--- src/rtl/uart_tx_frame_if.sv ---
// uart_tx_frame_if: character handshake and serial line bundle.
// master = character source, slave = framer.
interface uart_tx_frame_if #(
  parameter int NrOfDataBits = 8
);
  logic                    startTransmission;
  logic [NrOfDataBits-1:0] dataBits;
  logic                    busy;
  logic                    done;
  logic                    tx;

  modport master (
    output startTransmission,
    output dataBits,
    input  busy,
    input  done,
    input  tx
  );

  modport slave (
    input  startTransmission,
    input  dataBits,
    output busy,
    output done,
    output tx
  );
endinterface

--- src/rtl/uart_tx_frame.sv ---
// uart_tx_frame: UART transmit framer, start/data/parity/stop.
// Own baud counter; tx, busy and done all come straight from flops.
module uart_tx_frame #(
  parameter int ClockFrequency = 1000000,
  parameter int BaudRate       = 9600,
  parameter int NrOfDataBits   = 8,
  parameter int ParityMode     = 0,
  parameter int NrOfStopBits   = 1,
  parameter int MsbFirst       = 0
) (
  input logic            clock,
  input logic            reset,
  uart_tx_frame_if.slave bus
);

  localparam int BitTicks = ClockFrequency / BaudRate;
  localparam int CntW =
    (BitTicks > 2) ? $clog2(BitTicks) : 1;
  localparam logic [CntW-1:0] LastTick =
    CntW'(BitTicks - 1);
  localparam logic [3:0] LastData =
    4'(NrOfDataBits - 1);
  localparam logic [3:0] LastStop =
    4'(NrOfStopBits - 1);
  localparam logic OddPar = (ParityMode == 2);
  localparam logic HasPar = (ParityMode != 0);
  localparam logic Msb    = (MsbFirst != 0);

  if (BitTicks < 2) begin : g_bad_baud
    $error("uart_tx_frame: BitTicks must be >= 2");
  end
  if (NrOfDataBits < 5 || NrOfDataBits > 9)
  begin : g_bad_width
    $error("uart_tx_frame: NrOfDataBits 5..9");
  end
  if (ParityMode < 0 || ParityMode > 2)
  begin : g_bad_parity
    $error("uart_tx_frame: ParityMode 0..2");
  end
  if (NrOfStopBits < 1 || NrOfStopBits > 2)
  begin : g_bad_stop
    $error("uart_tx_frame: NrOfStopBits 1 or 2");
  end

  typedef enum logic [2:0] {
    Idle,
    Start,
    Data,
    Parity,
    Stop
  } state_t;

  state_t                  state_q, state_d;
  logic [CntW-1:0]         baud_q, baud_d;
  logic [3:0]              bit_q, bit_d;
  logic [NrOfDataBits-1:0] sh_q, sh_d;
  logic                    par_q, par_d;
  logic                    tx_q, tx_d;
  logic                    busy_q, busy_d;
  logic                    done_q, done_d;

  logic                    tick;
  logic                    out_bit;
  logic [NrOfDataBits-1:0] sh_next;

  assign tick = (baud_q == LastTick);

  // Next character bit and the register after it leaves.
  always_comb begin
    out_bit = sh_q[0];
    sh_next = {1'b0, sh_q[NrOfDataBits-1:1]};
    if (Msb) begin
      out_bit = sh_q[NrOfDataBits-1];
      sh_next = {sh_q[NrOfDataBits-2:0], 1'b0};
    end
  end

  // Frame sequencing: bit slots, tx value and handshake flags.
  always_comb begin
    state_d = state_q;
    baud_d  = baud_q;
    bit_d   = bit_q;
    sh_d    = sh_q;
    par_d   = par_q;
    tx_d    = tx_q;
    busy_d  = busy_q;
    done_d  = 1'b0;

    if (state_q != Idle) begin
      baud_d = tick ? '0 : baud_q + CntW'(1);
    end

    unique case (state_q)
      Idle: begin
        tx_d   = 1'b1;
        busy_d = 1'b0;
        baud_d = '0;
        bit_d  = '0;
        if (bus.startTransmission) begin
          sh_d    = bus.dataBits;
          par_d   = (^bus.dataBits) ^ OddPar;
          state_d = Start;
          tx_d    = 1'b0;
          busy_d  = 1'b1;
        end
      end
      Start: begin
        if (tick) begin
          state_d = Data;
          bit_d   = '0;
          tx_d    = out_bit;
          sh_d    = sh_next;
        end
      end
      Data: begin
        if (tick) begin
          if (bit_q == LastData) begin
            bit_d = '0;
            if (HasPar) begin
              state_d = Parity;
              tx_d    = par_q;
            end else begin
              state_d = Stop;
              tx_d    = 1'b1;
            end
          end else begin
            bit_d = bit_q + 4'd1;
            tx_d  = out_bit;
            sh_d  = sh_next;
          end
        end
      end
      Parity: begin
        if (tick) begin
          state_d = Stop;
          bit_d   = '0;
          tx_d    = 1'b1;
        end
      end
      Stop: begin
        tx_d = 1'b1;
        if (tick) begin
          if (bit_q == LastStop) begin
            state_d = Idle;
            bit_d   = '0;
            busy_d  = 1'b0;
            done_d  = 1'b1;
          end else begin
            bit_d = bit_q + 4'd1;
          end
        end
      end
      default: begin
        state_d = Idle;
        baud_d  = '0;
        bit_d   = '0;
        tx_d    = 1'b1;
        busy_d  = 1'b0;
      end
    endcase
  end

  // State and output registers; reset aborts any frame.
  always_ff @(posedge clock) begin
    if (reset) begin
      state_q <= Idle;
      baud_q  <= '0;
      bit_q   <= '0;
      sh_q    <= '0;
      par_q   <= 1'b0;
      tx_q    <= 1'b1;
      busy_q  <= 1'b0;
      done_q  <= 1'b0;
    end else begin
      state_q <= state_d;
      baud_q  <= baud_d;
      bit_q   <= bit_d;
      sh_q    <= sh_d;
      par_q   <= par_d;
      tx_q    <= tx_d;
      busy_q  <= busy_d;
      done_q  <= done_d;
    end
  end

  assign bus.tx   = tx_q;
  assign bus.busy = busy_q;
  assign bus.done = done_q;

endmodule

--- src/flat_wrapper.sv ---
// flat-port wrapper written by rule: the top's interface ports become plain ports
module uart_tx_frame_flat 
#(
  parameter int ClockFrequency = 1000000,
  parameter int BaudRate       = 9600,
  parameter int NrOfDataBits   = 8,
  parameter int ParityMode     = 0,
  parameter int NrOfStopBits   = 1,
  parameter int MsbFirst       = 0
)
  (clock, reset, bus_startTransmission, bus_dataBits, bus_busy, bus_done, bus_tx);
  uart_tx_frame_if #(.NrOfDataBits(NrOfDataBits)) bus_i ();
  input logic clock;
  input logic reset;
  input wire logic [$bits(bus_i.startTransmission)-1:0] bus_startTransmission;
  input wire logic [$bits(bus_i.dataBits)-1:0] bus_dataBits;
  output wire logic [$bits(bus_i.busy)-1:0] bus_busy;
  output wire logic [$bits(bus_i.done)-1:0] bus_done;
  output wire logic [$bits(bus_i.tx)-1:0] bus_tx;
  assign bus_i.startTransmission = bus_startTransmission;
  assign bus_i.dataBits = bus_dataBits;
  assign bus_busy = bus_i.busy;
  assign bus_done = bus_i.done;
  assign bus_tx = bus_i.tx;
  uart_tx_frame #(.ClockFrequency(ClockFrequency), .BaudRate(BaudRate), .NrOfDataBits(NrOfDataBits), .ParityMode(ParityMode), .NrOfStopBits(NrOfStopBits), .MsbFirst(MsbFirst)) u_core (.clock(clock), .reset(reset), .bus(bus_i));
endmodule
--- config.mk ---
export PLATFORM = sky130hd
export DESIGN_NAME = uart_tx_frame_flat
export DESIGN_NICKNAME = d
export VERILOG_FILES = /design/src/rtl/uart_tx_frame_if.sv /design/src/rtl/uart_tx_frame.sv /design/src/flat_wrapper.sv
export SDC_FILE = /design/constraint.sdc
export NUM_CORES = 1
export LEC_CHECK = 0
export BUFFER_PORTS_ARGS = -buffer_cell sky130_fd_sc_hd__buf_2
export CAP_MARGIN = 20
export CORE_MARGIN = 4
export CORE_UTILIZATION = 51
export DETAILED_ROUTE_END_ITERATION = 6
export PLACE_DENSITY = 0.74
export SLEW_MARGIN = 10
export SYNTH_ARGS = -nofsm -noshare
export SYNTH_HDL_FRONTEND = slang
export SYNTH_SLANG_ARGS = --single-unit
--- constraint.sdc ---
create_clock -name clock -period 1.7 [get_ports clock]
set_input_delay 0.17 -clock clock [delete_from_list [all_inputs] [get_ports clock]]
set_output_delay 0.17 -clock clock [all_outputs]
set_load 0.02 [all_outputs]
Word-level counts from Yosys, hierarchy flattened

Index checks and enable logic that the tools add are counted.

Muxes and demuxes: 31
$add $sub $neg: 2
Bitwise operators: 4
Eq/ne operators: 15
Reduce and logical (&&, ||, !) cells: 14

Operator list:

| operator                                                        | count |
|---|---|
| 8-bit 2-to-1 mux                                                | 4 |
| 8-bit one-hot mux with 3 select lines                           | 1 |
| 3-bit 2-to-1 mux                                                | 7 |
| 4-bit 2-to-1 mux                                                | 5 |
| 3-bit one-hot mux with 5 select lines                           | 1 |
| 2-bit by 1-bit != test with 1-bit output, second input constant | 7 |
| 4-bit one-hot mux with 3 select lines                           | 1 |
| 1-bit 2-to-1 mux                                                | 9 |
| 3-bit AND reduction                                             | 3 |
| 7-bit by 1-bit adder with 7-bit output, second input constant   | 1 |
| 7-bit == test, second input constant                            | 1 |
| 7-bit 2-to-1 mux                                                | 1 |
| 7-bit AND reduction                                             | 1 |
| 3-bit by 2-bit == test with 1-bit output, second input constant | 2 |
| 3-bit nonzero test                                              | 2 |
| 3-bit OR reduction                                              | 2 |
| 5-bit AND reduction                                             | 1 |
| 4-bit by 1-bit adder with 4-bit output, second input constant   | 1 |
| 4-bit by 3-bit == test with 1-bit output, second input constant | 1 |
| 4-bit logical NOT                                               | 1 |
| 2-bit != test, second input constant                            | 2 |
| 1-bit inverter                                                  | 4 |
| 1-bit one-hot mux with 4 select lines                           | 1 |
| 2-bit OR reduction                                              | 2 |
| 5 further kinds                                                 | 5 |

Register bits: 25
Input port bits: 11

Longest topological paths before layout

Depth after elaboration: 4
Gate-level depth with buffers: 7

Worst setup path before layout

OpenSTA, ideal clock, no wires.

Path type: register -> register
Start: reg u_core.bit_q[0]
End: reg u_core.sh_q[4]
Setup slack: 0.060 ns
Period minus slack after synthesis: 1.640 ns
Arrival: 1.499 ns
Data required time: 1.558 ns
Stages on the path, launching flop included: 8
Library setup time: 0.142 ns
Cell sequence: dfxtp_1 ha_1 and3b_1 nor2_1 a311o_2 buf_6 a21oi_1 a311oi_1

Longest elaborated chain between the ends: 3

Ends and longest elaborated chain:

| element                                  | line                 | RTL |
|---|---|---|
| from (decl)                              | uart_tx_frame.sv:55  | `logic [3:0] bit_q, bit_d;` |
| from (signal assigned)                   | uart_tx_frame.sv:177 | `bit_q <= bit_d;` |
| 4-bit by 3-bit == test with 1-bit output | uart_tx_frame.sv:117 | `if (bit_q == LastData) begin` |
| 2-bit != test (no source line)           | -                    |  |
| 5-bit AND reduction (no source line)     | -                    |  |
| to (signal assigned)                     | uart_tx_frame.sv:169 | `sh_q <= '0;` |
| to (signal assigned)                     | uart_tx_frame.sv:178 | `sh_q <= sh_d;` |
| to (decl)                                | uart_tx_frame.sv:56  | `logic [NrOfDataBits-1:0] sh_q, sh_d;` |

No other way between the ends.
A chain may end at the register's enable or synchronous reset.

Worst setup path after layout

Start: reg u_core.bit_q[1]
End: reg u_core.sh_q[1]

Same word-level chain as after synthesis.

==> summary.json <==
{
  "insertion_delay": {"value": 320, "unit": "ps"},
  "timing.critical_path.arrival": {"value": 1910, "unit": "ps"},
  "class_of_the_tightest_hold_or_removal_check": {"value": "input pin to flip-flop"},
  "synthArstFlopShare": {"value": 0, "unit": "%"},
  "whs": {"value": 132, "unit": "ps"},
  "maximum_capacitance_violations": {"value": 0},
  "num-fill-cells": {"value": 202},
  "reg2reg_to": {"value": "u_core.sh_q[1]$_SDFFE_PP0P_"},
  "initial_drt_pass_iterations": {"value": 4},
  "hold_depth": {"value": 3},
  "cts.clk_slew.worst_paths": {"value": 130, "unit": "ps"},
  "route.top_layer_used": {"value": "met4"},
  "skew": {"value": 3.58, "unit": "ps"},
  "timing_hold_violations_final": {"value": 0},
  "gr-total-overflow": {"value": 0},
  "synth_sequential_area_ratio": {"value": 38.6, "unit": "%"},
  "slowest_stage": {"value": "a311o_1"},
  "hold_path_end": {"value": "u_core.sh_q[7]$_SDFFE_PP0P_"},
  "rr_startpoint": {"value": "u_core.bit_q[1]$_SDFFE_PP0P_"},
  "synth_fp_nets": {"value": 159},
  "cts.hold.buffers_added": {"value": 0},
  "std_cell_rows": {"value": 18},
  "critPathKind": {"value": "flip-flop to flip-flop"},
  "holdCritStartpoint": {"value": "bus_dataBits[7]"},
  "cellLeakagePower": {"value": 0.000637, "unit": "uW"},
  "clock_sinks": {"value": 25},
  "die_h": {"value": 58.4, "unit": "um"},
  "cts_made_buffers": {"value": 3},
  "post_synth_inst_count": {"value": 145},
  "antenna_nets_post_route": {"value": 0},
  "power_density": {"value": 665, "unit": "nW/um^2"},
  "synth-edff-count": {"value": 0},
  "floorplan.die_area": {"value": 3410, "unit": "sq um"},
  "layout-area-overhead-vs-synth": {"value": 23.6, "unit": "%"},
  "number_of_antenna_violations_at_the_first_check_in_global_routing": {"value": 0},
  "post_detailed_route_via_to_cell_ratio": {"value": 5.68},
  "first_global_vias": {"value": 1029},
  "result_of_the_run": {"value": "finished, final reports clean"},
  "port-buffer-count": {"value": 13},
  "detailroute.via_count": {"value": 1165},
  "report.final.setup_viol": {"value": 0},
  "worstPathCellList": {"value": "ha_4, and3b_2, nor2_2, a311o_1, buf_4, a311oi_1"},
  "fp.coreArea": {"value": 2450, "unit": "sq um"},
  "fmax": {"value": 0.600, "unit": "GHz"},
  "timing.slew.headroom": {"value": 75.6, "unit": "%"},
  "finalNetCount": {"value": 190},
  "cts_root_buf": {"value": "clkbuf_4"},
  "met3RoutedLength": {"value": 207, "unit": "um"},
  "multi_input_gate_area_in_the_final_layout": {"value": 778, "unit": "sq um"},
  "wire_length_of_the_first_global_routing_pass": {"value": 4520, "unit": "um"},
  "maximum_number_of_buffers_from_clock_root_to_sink": {"value": 2},
  "number_of_placed_i_o_pins": {"value": 14},
  "detailedPlacementHpwl": {"value": 1940, "unit": "um"},
  "ff_latch_area": {"value": 507, "unit": "sq um"},
  "grt_max_degree": {"value": 19},
  "synthDistinctLibCells": {"value": 41},
  "detail_route.wirelength.met1": {"value": 1350, "unit": "um"},
  "drive_above_1_share": {"value": 34.3, "unit": "%"},
  "critical_path.endpoint_type": {"value": "flip-flop"},
  "timing_max_transition_violations_final": {"value": 0},
  "critical_path.max_stage_delay": {"value": 410, "unit": "ps"},
  "setup_total_negative_slack": {"value": 0, "unit": "ps"},
  "cts_htree_levels": {"value": 1},
  "die-width": {"value": 58.4, "unit": "um"},
  "post_drt_wl_per_cell": {"value": 14.1, "unit": "um"},
  "globalRouteTotalUtil": {"value": 17.0, "unit": "%"},
  "r2r.worst_path.cells": {"value": 6},
  "worst_ir_drop_vdd": {"value": 0.717, "unit": "mV"},
  "dr.first_iter.drc_count": {"value": 52},
  "min_period": {"value": 1670, "unit": "ps"},
  "synth.cell_area": {"value": 1300, "unit": "sq um"},
  "postSynthAreaPerCell": {"value": 8.94, "unit": "sq um"},
  "postSynthRegisterBits": {"value": 25},
  "regToRegSetupSlack": {"value": 30, "unit": "ps"},
  "worst_slew_pin_slew": {"value": 365, "unit": "ps"},
  "critical_path.max_fanout": {"value": 5},
  "wl_met2": {"value": 1310, "unit": "um"},
  "cts_tree": {"value": "built"},
  "insertedDiodeCount": {"value": 0},
  "critical_path.startpoint_type": {"value": "flip-flop"},
  "synthFlopType": {"value": "dfxtp_1"},
  "worst-endpoint-required": {"value": 1940, "unit": "ps"},
  "drc": {"value": 0},
  "fin_crit_share": {"value": 98.1, "unit": "%"},
  "wl": {"value": 2900, "unit": "um"},
  "gp_congestion": {"value": 0.953},
  "number_of_synthesis_warnings": {"value": 0},
  "initial_core_util": {"value": 52.8, "unit": "%"}
}
critical path, delay by kind of cell (launching register included):
| family | cells | cell delay [ps] |
|---|---|---|
| compound gates | 2 | 640 |
| flops | 1 | 380 |
| simple gates | 2 | 270 |
| buf+inv | 1 | 170 |
| fa+ha+maj | 1 | 130 |
sequential cells by signal, indices dropped and copies added (netlist names):
signal           count
u_core.bit_q         4
u_core.bus.busy      1
u_core.sh_q          8
u_core.state_q       3
u_core.baud_q        7
u_core.bus.tx        1
u_core.bus.done      1
worst max-delay path by stage:
| stage | start | endpoint | slack, ps | cells after the start |
|---|---|---|---|---|
| after floorplan | u_core.bit_q[0]$_SDFFE_PP0P_ | u_core.sh_q[4]$_SDFFE_PP0P_ | 60 | 7 |
| after global placement | u_core.bit_q[1]$_SDFFE_PP0P_ | u_core.sh_q[7]$_SDFFE_PP0P_ | 30 | 6 |
| after detailed placement | u_core.bit_q[1]$_SDFFE_PP0P_ | u_core.sh_q[7]$_SDFFE_PP0P_ | -20 | 6 |
| after CTS | u_core.state_q[1]$_SDFFE_PP0P_ | u_core.sh_q[1]$_SDFFE_PP0P_ | 0.07 | 5 |
| after global routing | u_core.bit_q[1]$_SDFFE_PP0P_ | u_core.sh_q[1]$_SDFFE_PP0P_ | -20 | 6 |
| final | u_core.bit_q[1]$_SDFFE_PP0P_ | u_core.sh_q[1]$_SDFFE_PP0P_ | 30 | 6 |
cell type report:
cell class	count	area share, %
sequential	25	31.6
inverter	6	1.41
tap	30	2.34
clock buffer	4	1.64
multi-input combinational	105	48.6
timing repair buffer	35	14.4
what timing repair did:
action                                  CTS  global route
pin swaps                                 2             9
resized for setup                         3            14
endpoints found under the setup margin    7            11
setup buffers                             2             4
cloned                                    1             0
power breakdown:
part / total, uW / internal, uW / switching [uW]
clock: 263 / 91.9 / 171
combinational: 175 / 84.1 / 90.4
sequential: 627 / 610 / 16.7
cell usage in the layout, fill, tap and decap left out, drive strengths merged:
cell / n
o211a: 1
ha: 3
a311oi: 7
inv: 5
nand4: 4
nand4bb: 1
a311o: 2
and2: 3
nand3: 4
buf: 35
or2b: 1
a211o: 1
nor3: 3
a21oi: 16
o22ai: 1
nor2: 15
nor4: 2
a21bo: 1
o2111ai: 1
o2bb2ai: 1
nand2: 8
xnor2: 5
clkinv: 1
o21ai: 6
or2: 1
clkbuf: 4
or3: 2
and3b: 1
dfxtp: 25
mux2i: 8
and4: 1
nor2b: 2
and2b: 1
xor2: 3
metrics by stage:
| step | total power (uW) | cell area, sq um | std cells | utilization [%] | setup WS (ps) |
|---|---|---|---|---|---|
| floorplan | 744 | 1300 | 145 | - | 59.5 |
| global route | 1110 | 1600 | 205 | 65.2 | -24.9 |
| finish | 1060 | 1600 | 205 | 65.2 | 32.0 |
| detailed placement | 791 | 1460 | 194 | 59.4 | -24.6 |
| CTS | 1070 | 1520 | 201 | 62.0 | 0.0651 |
| global placement | 785 | 1460 | 194 | 59.4 | 26.2 |
layer usage:
| layer | GRT usage [%] | vias up |
|---|---|---|
| met1 | 24.2 | 543 |
| met4 | 6.29 | 0 |
| met2 | 25.4 | 38 |
| li1 | - | 581 |
| met3 | 3.07 | 3 |
| met5 | 0 | - |
cell families (layout without fill, tap and decap cells):
group	after synthesis	count (layout)	share of synthesized area [%]
DFF	25	25	38.6
xor gates and xnor gates	8	8	5.41
buffers and inverters	16	45	6.37
AOI/OAI and AO/OA	36	37	18.1
muxes	8	8	6.18
adders and majority gates	3	3	2.90
and+or+nand+nor	49	49	22.4
synth_stat cells (2+ instances only):
master    instances  area [sq um]
nand4_1           4          25.0
dfxtp_1          25           500
xor2_1            3          26.3
clkbuf_1          4          15.0
ha_1              3          37.5
nand2_1           7          26.3
a21oi_1          16          80.1
o21ai_0           5          25.0
nor2_2            2          12.5
nor2_1           12          45.0
buf_2             3          15.0
mux2i_1           8          80.1
or3_1             2          12.5
buf_6             2          22.5
and2_1            3          18.8
xnor2_1           5          43.8
inv_1             5          18.8
nor2b_1           2          12.5
nor3_1            3          15.0
nand3_1           4          20.0
a311oi_1          7          61.3
Note: power is estimated with default switching activity, not from simulation.
